===== config.mk =====
export PLATFORM = sky130hd
export DESIGN_NAME = hyst_threshold_window
export DESIGN_NICKNAME = d
export VERILOG_FILES = /design/src/rtl/hyst_threshold_window.sv
export SDC_FILE = /design/constraint.sdc
export NUM_CORES = 1
export LEC_CHECK = 0
export BUFFER_PORTS_ARGS = -buffer_cell sky130_fd_sc_hd__buf_2
export CAP_MARGIN = 20
export CORE_UTILIZATION = 40
export CTS_BUF_LIST = sky130_fd_sc_hd__clkbuf_16
export DETAILED_ROUTE_END_ITERATION = 10
export GPL_TIMING_DRIVEN = 0
export PLACE_DENSITY = 0.56
export SYNTH_ARGS = -nofsm -noshare
export SYNTH_HDL_FRONTEND = slang
export SYNTH_SLANG_ARGS = --single-unit

===== constraint.sdc =====
create_clock -name clk -period 4.5 [get_ports clk]
set_input_delay 0.9 -clock clk [delete_from_list [all_inputs] [get_ports clk]]
set_output_delay 0.9 -clock clk [all_outputs]
set_load 0.05 [all_outputs]

===== src/rtl/hyst_threshold_window.sv =====
// -----------------------------------------------------------------------------
// hyst_threshold_window
//
// Purpose:
//   Double-threshold classifier and two-line column buffer that feeds the
//   hysteresis edge-linking stage.  Each accepted gradient magnitude is
//   classified as strong (3'b100), weak (3'b010) or none (3'b000).  For every
//   pixel a vertically aligned column of class codes is emitted:
//     R0 = row n-2, R1 = row n-1, R2 = row n (current pixel).
//   Columns are flagged valid only once two complete lines of the current
//   frame have been seen.  Latency is one cycle from accepted input.
//
// Ports:
//   clk        rising-edge clock
//   rst        synchronous reset, active low
//   in_valid   in_data / in_sof valid this cycle (no backpressure)
//   in_sof     marks the first pixel of a frame
//   in_data    unsigned gradient magnitude, MAG_W bits
//   low_th     (HYST_THRESH_PROG_EN only) programmable weak threshold
//   high_th    (HYST_THRESH_PROG_EN only) programmable strong threshold
//   out_valid  R0/R1/R2 carry a valid column
//   out_eol    column is the last of its line
//   R0/R1/R2   class codes, oldest row to newest row
//
// Configuration macro:
//   HYST_THRESH_PROG_EN - when defined, thresholds come from the low_th /
//   high_th ports, captured on reset and on every accepted in_sof beat so they
//   are stable across a frame.  When undefined, LOW_TH / HIGH_TH are used.
// -----------------------------------------------------------------------------
module hyst_threshold_window #(
  parameter int unsigned IMG_W   = 64,
  parameter int unsigned MAG_W   = 8,
  parameter int unsigned HIGH_TH = 100,
  parameter int unsigned LOW_TH  = 40
) (
  input  logic             clk,
  input  logic             rst,
  input  logic             in_valid,
  input  logic             in_sof,
  input  logic [MAG_W-1:0] in_data,
`ifdef HYST_THRESH_PROG_EN
  input  logic [MAG_W-1:0] low_th,
  input  logic [MAG_W-1:0] high_th,
`endif
  output logic             out_valid,
  output logic             out_eol,
  output logic [2:0]       R0,
  output logic [2:0]       R1,
  output logic [2:0]       R2
);

  localparam int unsigned      COL_W    = (IMG_W > 1) ? $clog2(IMG_W) : 1;
  localparam logic [COL_W-1:0] LAST_COL = COL_W'(IMG_W - 1);

  localparam logic [2:0] CODE_STRONG = 3'b100;
  localparam logic [2:0] CODE_WEAK   = 3'b010;
  localparam logic [2:0] CODE_NONE   = 3'b000;

  // ---------------------------------------------------------------------------
  // Thresholds
  // ---------------------------------------------------------------------------
  logic             sof_beat;
  logic [MAG_W-1:0] lo_eff;
  logic [MAG_W-1:0] hi_eff;

  assign sof_beat = in_valid & in_sof;

`ifdef HYST_THRESH_PROG_EN
  logic [MAG_W-1:0] low_q;
  logic [MAG_W-1:0] high_q;

  always_ff @(posedge clk) begin
    if (!rst) begin
      low_q  <= low_th;
      high_q <= high_th;
    end else if (sof_beat) begin
      low_q  <= low_th;
      high_q <= high_th;
    end
  end

  // The start-of-frame pixel already belongs to the new frame, so it sees the
  // port values directly rather than the not-yet-updated registers.
  assign lo_eff = sof_beat ? low_th  : low_q;
  assign hi_eff = sof_beat ? high_th : high_q;
`else
  assign lo_eff = MAG_W'(LOW_TH);
  assign hi_eff = MAG_W'(HIGH_TH);
`endif

  // ---------------------------------------------------------------------------
  // Classifier: strong takes priority, so an inverted threshold pair simply
  // never yields weak.
  // ---------------------------------------------------------------------------
  logic [2:0] code;

  always_comb begin
    code = CODE_NONE;
    if (in_data >= hi_eff) begin
      code = CODE_STRONG;
    end else if (in_data >= lo_eff) begin
      code = CODE_WEAK;
    end
  end

  // ---------------------------------------------------------------------------
  // Raster position
  // ---------------------------------------------------------------------------
  logic [COL_W-1:0] col_q, col_d;
  logic [1:0]       rows_q, rows_d;
  logic [COL_W-1:0] col_eff;
  logic [1:0]       rows_eff;
  logic             valid_d, eol_d;

  // A start-of-frame beat restarts the raster at col 0 of row 0 regardless of
  // where the previous frame was.
  assign col_eff  = sof_beat ? '0   : col_q;
  assign rows_eff = sof_beat ? 2'd0 : rows_q;

  always_comb begin
    col_d   = col_q;
    rows_d  = rows_q;
    valid_d = 1'b0;
    eol_d   = 1'b0;
    if (in_valid) begin
      valid_d = (rows_eff == 2'd2);
      eol_d   = valid_d && (col_eff == LAST_COL);
      if (col_eff == LAST_COL) begin
        col_d  = '0;
        rows_d = (rows_eff == 2'd2) ? 2'd2 : rows_eff + 2'd1;
      end else begin
        col_d  = col_eff + COL_W'(1);
        rows_d = rows_eff;
      end
    end
  end

  // ---------------------------------------------------------------------------
  // Control / current-row output registers
  // ---------------------------------------------------------------------------
  logic       valid_q, eol_q;
  logic [2:0] r2_q;
  logic       hold_zero_q;

  always_ff @(posedge clk) begin
    if (!rst) begin
      col_q       <= '0;
      rows_q      <= 2'd0;
      valid_q     <= 1'b0;
      eol_q       <= 1'b0;
      r2_q        <= CODE_NONE;
      hold_zero_q <= 1'b1;
    end else begin
      col_q   <= col_d;
      rows_q  <= rows_d;
      valid_q <= valid_d;
      eol_q   <= eol_d;
      if (in_valid) begin
        r2_q        <= code;
        hold_zero_q <= 1'b0;
      end
    end
  end

  // ---------------------------------------------------------------------------
  // Line buffers.  lb1 holds the previous row, lb0 the row before it.  Both
  // are read-before-write at the same address, so one pass per pixel both
  // produces the column and shifts the rows down by one.  The read registers
  // carry no reset so the arrays map onto block RAM; the reset-state zeros on
  // R0/R1 are produced by masking instead.
  // ---------------------------------------------------------------------------
  logic [2:0] lb0_mem [IMG_W];
  logic [2:0] lb1_mem [IMG_W];
  logic [2:0] rd0_q, rd1_q;

  always_ff @(posedge clk) begin
    if (rst && in_valid) begin
      rd0_q            <= lb0_mem[col_eff];
      rd1_q            <= lb1_mem[col_eff];
      lb0_mem[col_eff] <= lb1_mem[col_eff];
      lb1_mem[col_eff] <= code;
    end
  end

  assign out_valid = valid_q;
  assign out_eol   = eol_q;
  assign R0        = hold_zero_q ? CODE_NONE : rd0_q;
  assign R1        = hold_zero_q ? CODE_NONE : rd1_q;
  assign R2        = r2_q;

endmodule

==> impl_metrics.toml, run 1 <==
[outcome]
status = "complete, no violations"

[routing]
wl_per_cell_um = 26.8
route.detailed.drc = 0
num_vias = 6860
drtIter0Drc = 942
antenna_left = 0
wirelength_um = 30600
viasPerCell = 6.01
drtPass1Iterations = 6

[yosys]
synth_edf_count = 260
synth_top_area_share_pct = 71.2
synthCells = 727
yosys.cell_types.count = 60
yosysWarnings = 0
synth-async-reset-ratio_pct = 0
synth_area_leader_cell = "edfxtp_1"
ys_ff_latch = 273
seq_area_frac_synth_pct = 73.6
syn_area_um2 = 11000
syn_area_per_cell_um2 = 15.1
synth-main-ff-cell = "edfxtp_1"
yosys-top-cells-area = "edfxtp_1, nor2_1, dfxtp_1, nand2_1, mux4_2"

[clocking]
cts-buffers-inserted = 29
clockBufferDepth = 3
cts_htree_levels = 1
postCtsSetupBuffers = 0
holdBufCountCts = 0
clkSlewWorstSetupHoldPaths_ns = 0.06
cts_root_buf = "clkbuf_16"
cts_tree = "done"
ctsResizeCount = 0
cts.sinks = 273
clk-insertion-delay-late_ns = 0.54

[finish]
layout_commonest_cell = "edfxtp_1"
fin_util_pct = 46.4
final_nets = 796
drive_above_1_share_pct = 12.2
area_growth_pct = 13.9
final_cells = 1142
final_cell_area_um2 = 12500
n_antenna_cell = 0
layout_common_cells = "edfxtp_1, nor2_1, nand2_1"

[power_and_ir_drop]
power_leakage_nw = 4.03
ir_drop_uv = 221
p_sw_w = 0.00117
powerDensity_nw_per_um2 = 430
switching_share_pct = 21.9
power_w = 0.00537
power_frac_clock_pct = 41.0
seqPwrFrac_pct = 52.7
combPwrFrac_pct = 6.3
internal_power_w = 0.00420

[setup_path]
startpoint_type = "input port"
reg2reg_to = "lb0_mem[29][1]$_DFFE_PP_"
arrival_ns = 4.68
r2r_cells = 9
cp_max_fo = 34
crit-reg2reg-launch = "col_q[0]$_SDFFE_PN0P_"
end_kind = "register"
crit_required_ns = 4.76
worstSetupPathType = "input port to register"
rrSetupSlack_ns = 0.10

[min_path]
hold_path.class = "register to register"
hp-start = "R2[2]$_SDFFE_PN0P_"
worst_hold_path.num_cells = 2
whs_endpoint = "R2[2]$_SDFFE_PN0P_"

[grt]
grt_first_pass_wirelength_um = 45300
grt_max_degree = 40
grt_usage_pct = 22.4
antenna_found_initial = 1
grt_remaining_overflow = 0
grt_pass1_vias = 6767

[placed_design]
io_buffers = 16
dpl-instance-area_um2 = 11600
gp_congestion = 0.929
dp_hpwl_um = 20300
place_inst = 1091

[floorplan]
fp.dieW_um = 168
die_y_um = 168
initial_utilization_pct = 40.7
num_rows = 60
core_um2 = 27000
die-area_um2 = 28100
ios = 23

[timing]
setup_viol = 0
post-route-period-util_pct = 98.1
skew_ns = 0.0101
slew_violations = 0
fmax_mhz = 227
hold_viol_final = 0
period_needed_ns = 4.41
rsz0062_at_grt = "no"
slew_headroom_pct = 25.5
tns_ns = 0
worst_pin_slew_ns = 1.12

[run]
maxCapViolCount = 0
-- layer usage --
layer | GRT usage (%) | share of wire (%) | vias up
li1 | - | - | 2949
met1 | 31.5 | 41 | 3449
met2 | 34.4 | 45 | 393
met3 | 4.51 | 10 | 67
met4 | 8.18 | 3.4 | 2
met5 | 0 | 0.043 | -
-- how the worst max path moves through the flow --
| stage | startpoint | endpoint | slack [ns] | cells after the start |
|---|---|---|---|---|
| final | in_sof | lb0_mem[29][1]$_DFFE_PP_ | 0.09 | 10 |
| after floorplan | in_sof | lb0_mem[0][1]$_DFFE_PP_ | 0.79 | 9 |
| after detailed placement | in_valid | lb0_mem[18][1]$_DFFE_PP_ | -0.44 | 11 |
| after CTS | in_valid | lb0_mem[17][1]$_DFFE_PP_ | 0.11 | 11 |
| after global placement | in_data[4] | lb1_mem[42][1]$_DFFE_PP_ | -1.72 | 4 |
| after global routing | in_sof | lb0_mem[17][1]$_DFFE_PP_ | 0.008 | 10 |
-- registers in the layout (all words and copies together) (netlist names) --
name / flops
hold_zero_q: 1
col_q: 6
rows_q: 2
rd1_q: 2
lb1_mem: 128
lb0_mem: 128
out_valid: 1
out_eol: 1
R2: 2
rd0_q: 2
-- kinds of logic (layout without fill, tap and decap cells) --
| group | after synthesis | count (layout) | share of synthesized area [%] |
|---|---|---|---|
| buffers and inverters | 59 | 131 | 2.52 |
| other | 1 | 3 | 0.0342 |
| multiplexers | 38 | 38 | 4.97 |
| AND/OR/NAND/NOR | 220 | 220 | 9.47 |
| flip-flops | 273 | 273 | 73.6 |
| XOR/XNOR | 1 | 1 | 0.0799 |
| adder cells (fa/ha/maj) | 3 | 3 | 0.342 |
| AO/OA/AOI/OAI | 132 | 132 | 9.01 |
-- critical path, cell delays in order --
cell	delay, ns
buf_2	0.22
a21boi_1	0.14
clkbuf_1	0.32
clkbuf_1	0.46
nand2_1	0.55
o221ai_1	0.20
a211oi_1	0.41
o22ai_1	0.12
or4_2	1.01
buf_16	0.31
-- area by class of cell --
type                       instances  area, um2
buffer                            53        255
clock inverter                    22        149
tap                              341        427
multi-input combinational        397       2650
sequential                       273       8070
timing repair buffer              21        203
inverter                           6       22.5
fill                            2299      14500
clock buffer                      29        726
-- cells in the mapped netlist, drive strengths merged, types with 8 or more instances --
| cell type | instances |
|---|---|
| a21oi | 19 |
| a22o | 8 |
| a22oi | 22 |
| a31oi | 14 |
| and2 | 12 |
| and3 | 21 |
| buf | 15 |
| clkbuf | 38 |
| dfxtp | 13 |
| edfxtp | 260 |
| mux2i | 20 |
| mux4 | 12 |
| nand2 | 63 |
| nand3 | 8 |
| nor2 | 73 |
| nor2b | 17 |
| o21ai | 9 |
-- through the flow --
step | hold WS, ns | setup slack (ns)
after detailed placement | 0.477 | -0.440
final | 0.482 | 0.0851
after global routing | 0.514 | 0.00829
after global placement | 0.474 | -1.72
after floorplan | 0.476 | 0.791
after CTS | 0.485 | 0.112
-- power groups by stage --
stage	Combinational, W	Clock, W	Sequential (W)
after detailed placement	0.000338	0	0.00288
final	0.000341	0.00220	0.00283
after global placement	0.000306	0	0.00289
after CTS	0.000338	0.00222	0.00283
after floorplan	0.000181	0	0.00289
after global routing	0.000360	0.00232	0.00283
Note: power is estimated with default switching activity, not from simulation.
==> run 2, diff against run 1 <==
--- a/config.mk
+++ b/config.mk
@@ -5,12 +5,12 @@
 export SDC_FILE = /design/constraint.sdc
 export NUM_CORES = 1
 export LEC_CHECK = 0
+export ABC_CLOCK_PERIOD_IN_PS = 3500
 export BUFFER_PORTS_ARGS = -buffer_cell sky130_fd_sc_hd__buf_2
 export CAP_MARGIN = 20
 export CORE_UTILIZATION = 40
 export CTS_BUF_LIST = sky130_fd_sc_hd__clkbuf_16
 export DETAILED_ROUTE_END_ITERATION = 10
-export GPL_TIMING_DRIVEN = 0
 export PLACE_DENSITY = 0.56
 export SYNTH_ARGS = -nofsm -noshare
 export SYNTH_HDL_FRONTEND = slang
==> constraint.sdc (replaced) <==
create_clock -name clk -period 3.5 [get_ports clk]
set_input_delay 0.7 -clock clk [delete_from_list [all_inputs] [get_ports clk]]
set_output_delay 0.7 -clock clk [all_outputs]
set_load 0.05 [all_outputs]
==> run 2 against run 1 <==
Sequential power up 29%; cell count up 2.5%; non-clock buffer count up 28; via count about the same; register-to-register slack better by 0.21 ns; global-route usage down 1.3 points; largest cell class unchanged; sequential cell count unchanged.
==> impl_metrics.toml, run 2 (synthesized netlist as in run 1, its figures left out) <==
[timing]
slew_headroom_pct = 29.8
post-route-period-util_pct = 91.2
rsz0062_at_grt = "no"
setup_viol = 0
tns_ns = 0
period_needed_ns = 3.19
slew_violations = 0
worst_pin_slew_ns = 1.05
whs_ns = 0.448
fmax_mhz = 313
hold_viol_final = 0
skew_ns = 0.0117

[setup_path]
cp_max_fo = 12
cpPeakStageDelay_ns = 0.56
crit_end = "rd0_q[1]$_DFFE_PP_"
crit_family = "simple AND/OR/NAND/NOR gates"
r2r_cells = 8
crit_path_cell_trace = "buf_4 > nor2_1 > buf_4 > and3_1 > a2111oi_0 > a31oi_1 > or4_1 > or4_1"
crit-reg2reg-launch = "col_q[0]$_SDFFE_PN0P_"
cp_slowest_cell = "or4_1"
startpoint_type = "register"
critical_path_depth = 8
arrival_ns = 3.47
worstSetupPathType = "register to register"
reg2reg_to = "rd0_q[1]$_DFFE_PP_"
crit_path_start = "col_q[0]$_SDFFE_PN0P_"
end_kind = "register"
critPathBufInv = 2
crit_required_ns = 3.78
rrSetupSlack_ns = 0.31

[power_and_ir_drop]
power_w = 0.00680
powerDensity_nw_per_um2 = 528
power_frac_clock_pct = 39.7
p_sw_w = 0.00151
switching_share_pct = 22.2
internal_power_w = 0.00529
power_leakage_nw = 4.30
ir_drop_uv = 345
seqPwrFrac_pct = 53.5
combPwrFrac_pct = 6.8

[clocking]
cts-buffers-inserted = 29
clk-insertion-delay-late_ns = 0.55
postCtsSetupBuffers = 0
holdBufCountCts = 0
clockBufferDepth = 3
cts_root_buf = "clkbuf_16"
clkSlewWorstSetupHoldPaths_ns = 0.06
ctsResizeCount = 0
cts.sinks = 273
cts_tree = "done"
cts_htree_levels = 1

[finish]
multi_input_area_um2 = 2660
layout_common_cells = "edfxtp_1, buf_4, nor2_1"
drive_above_1_share_pct = 20.1
ff_latch_area_um2 = 8070
reg.largest.list = "lb0_mem: 128 flops, lb1_mem: 128 flops, col_q: 6 flops"
layout_commonest_cell = "edfxtp_1"
fillCellCount = 2288
final_nets = 824
final_cells = 1171
n_antenna_cell = 0
area_growth_pct = 17.4
fin_util_pct = 47.8

[routing]
wirelength_um = 29400
viasPerCell = 5.86
num_vias = 6861
wl_per_cell_um = 25.1
drtIter0Drc = 759
route.detailed.drc = 0
drtPass1Iterations = 7
antenna_left = 0

[grt]
grt_use_met3_pct = 4.85
gr-max-usage-layer = "met2"
grt_first_pass_wirelength_um = 43400
grt_use_met1_pct = 29.7
use_met2_pct = 31.9
grt_usage_pct = 21.1
grt_remaining_overflow = 0
grt_max_degree = 66
antenna_found_initial = 0
grt_pass1_vias = 6799

[outcome]
status = "complete, no violations"

[placed_design]
dp_hpwl_um = 19700
place_inst = 1119
io_buffers = 17
gp_congestion = 0.917

[floorplan]
num_rows = 60
ios = 23
fp.dieW_um = 168
die_y_um = 168
die-area_um2 = 28100
core_um2 = 27000
initial_utilization_pct = 40.7

[run]
maxCapViolCount = 0

[min_path]
hold_path.class = "input port to register"
worst_hold_path.num_cells = 2
==> run 2: stage by stage <==
step | setup slack [ns] | instance area (um2)
6_report | 0.309 | 12900
3_3_place_gp | 0.0731 | 12000
3_5_place_dp | 0.0588 | 12000
5_1_grt | 0.181 | 12900
2_1_floorplan | 0.0427 | 11000
4_1_cts | 0.331 | 12900
==> run 2: layer usage <==
metal | vias to the layer above | share of wire [%]
met1 | 3439 | 42
met4 | 0 | 3.5
met5 | - | 0
met2 | 359 | 45
li1 | 2998 | -
met3 | 65 | 9.1
==> run 2: worst reg2reg max path: stages, from the launching register on <==
cell       delay (ns)
dfxtp_2          0.50
buf_4            0.32
nor2_1           0.09
buf_4            0.19
and3_1           0.18
a2111oi_0        0.37
a31oi_1          0.21
or4_1            0.51
or4_1            0.56
==> run 2: worst min path at each step <==
stage	startpoint	end	slack, ns
after CTS	rst	hold_zero_q$_SDFFE_PN1P_	0.44
after detailed placement	R2[2]$_SDFFE_PN0P_	R2[2]$_SDFFE_PN0P_	0.47
final	rst	hold_zero_q$_SDFFE_PN1P_	0.45
after global routing	rst	hold_zero_q$_SDFFE_PN1P_	0.46
after floorplan	rows_q[0]$_SDFFE_PN0P_	rows_q[0]$_SDFFE_PN0P_	0.48
after global placement	R2[2]$_SDFFE_PN0P_	R2[2]$_SDFFE_PN0P_	0.47
==> run 2: area by class of cell <==
class / count / share of cell area [%]
Timing Repair Buffer: 102 / 6.69
Clock buffer: 29 / 5.64
Inverter: 6 / 0.175
Sequential cell: 273 / 62.7
Multi-Input combinational cell: 397 / 20.7
Tap cell: 341 / 3.31
Clock inverter: 23 / 0.836
==> run 2: power groups by stage <==
stage | registers [W] | clock network [W] | logic [W]
3_3_place_gp | 0.00371 | 0 | 0.000451
2_1_floorplan | 0.00371 | 0 | 0.000233
4_1_cts | 0.00364 | 0.00273 | 0.000461
6_report | 0.00364 | 0.00270 | 0.000463
3_5_place_dp | 0.00371 | 0 | 0.000460
5_1_grt | 0.00364 | 0.00283 | 0.000489
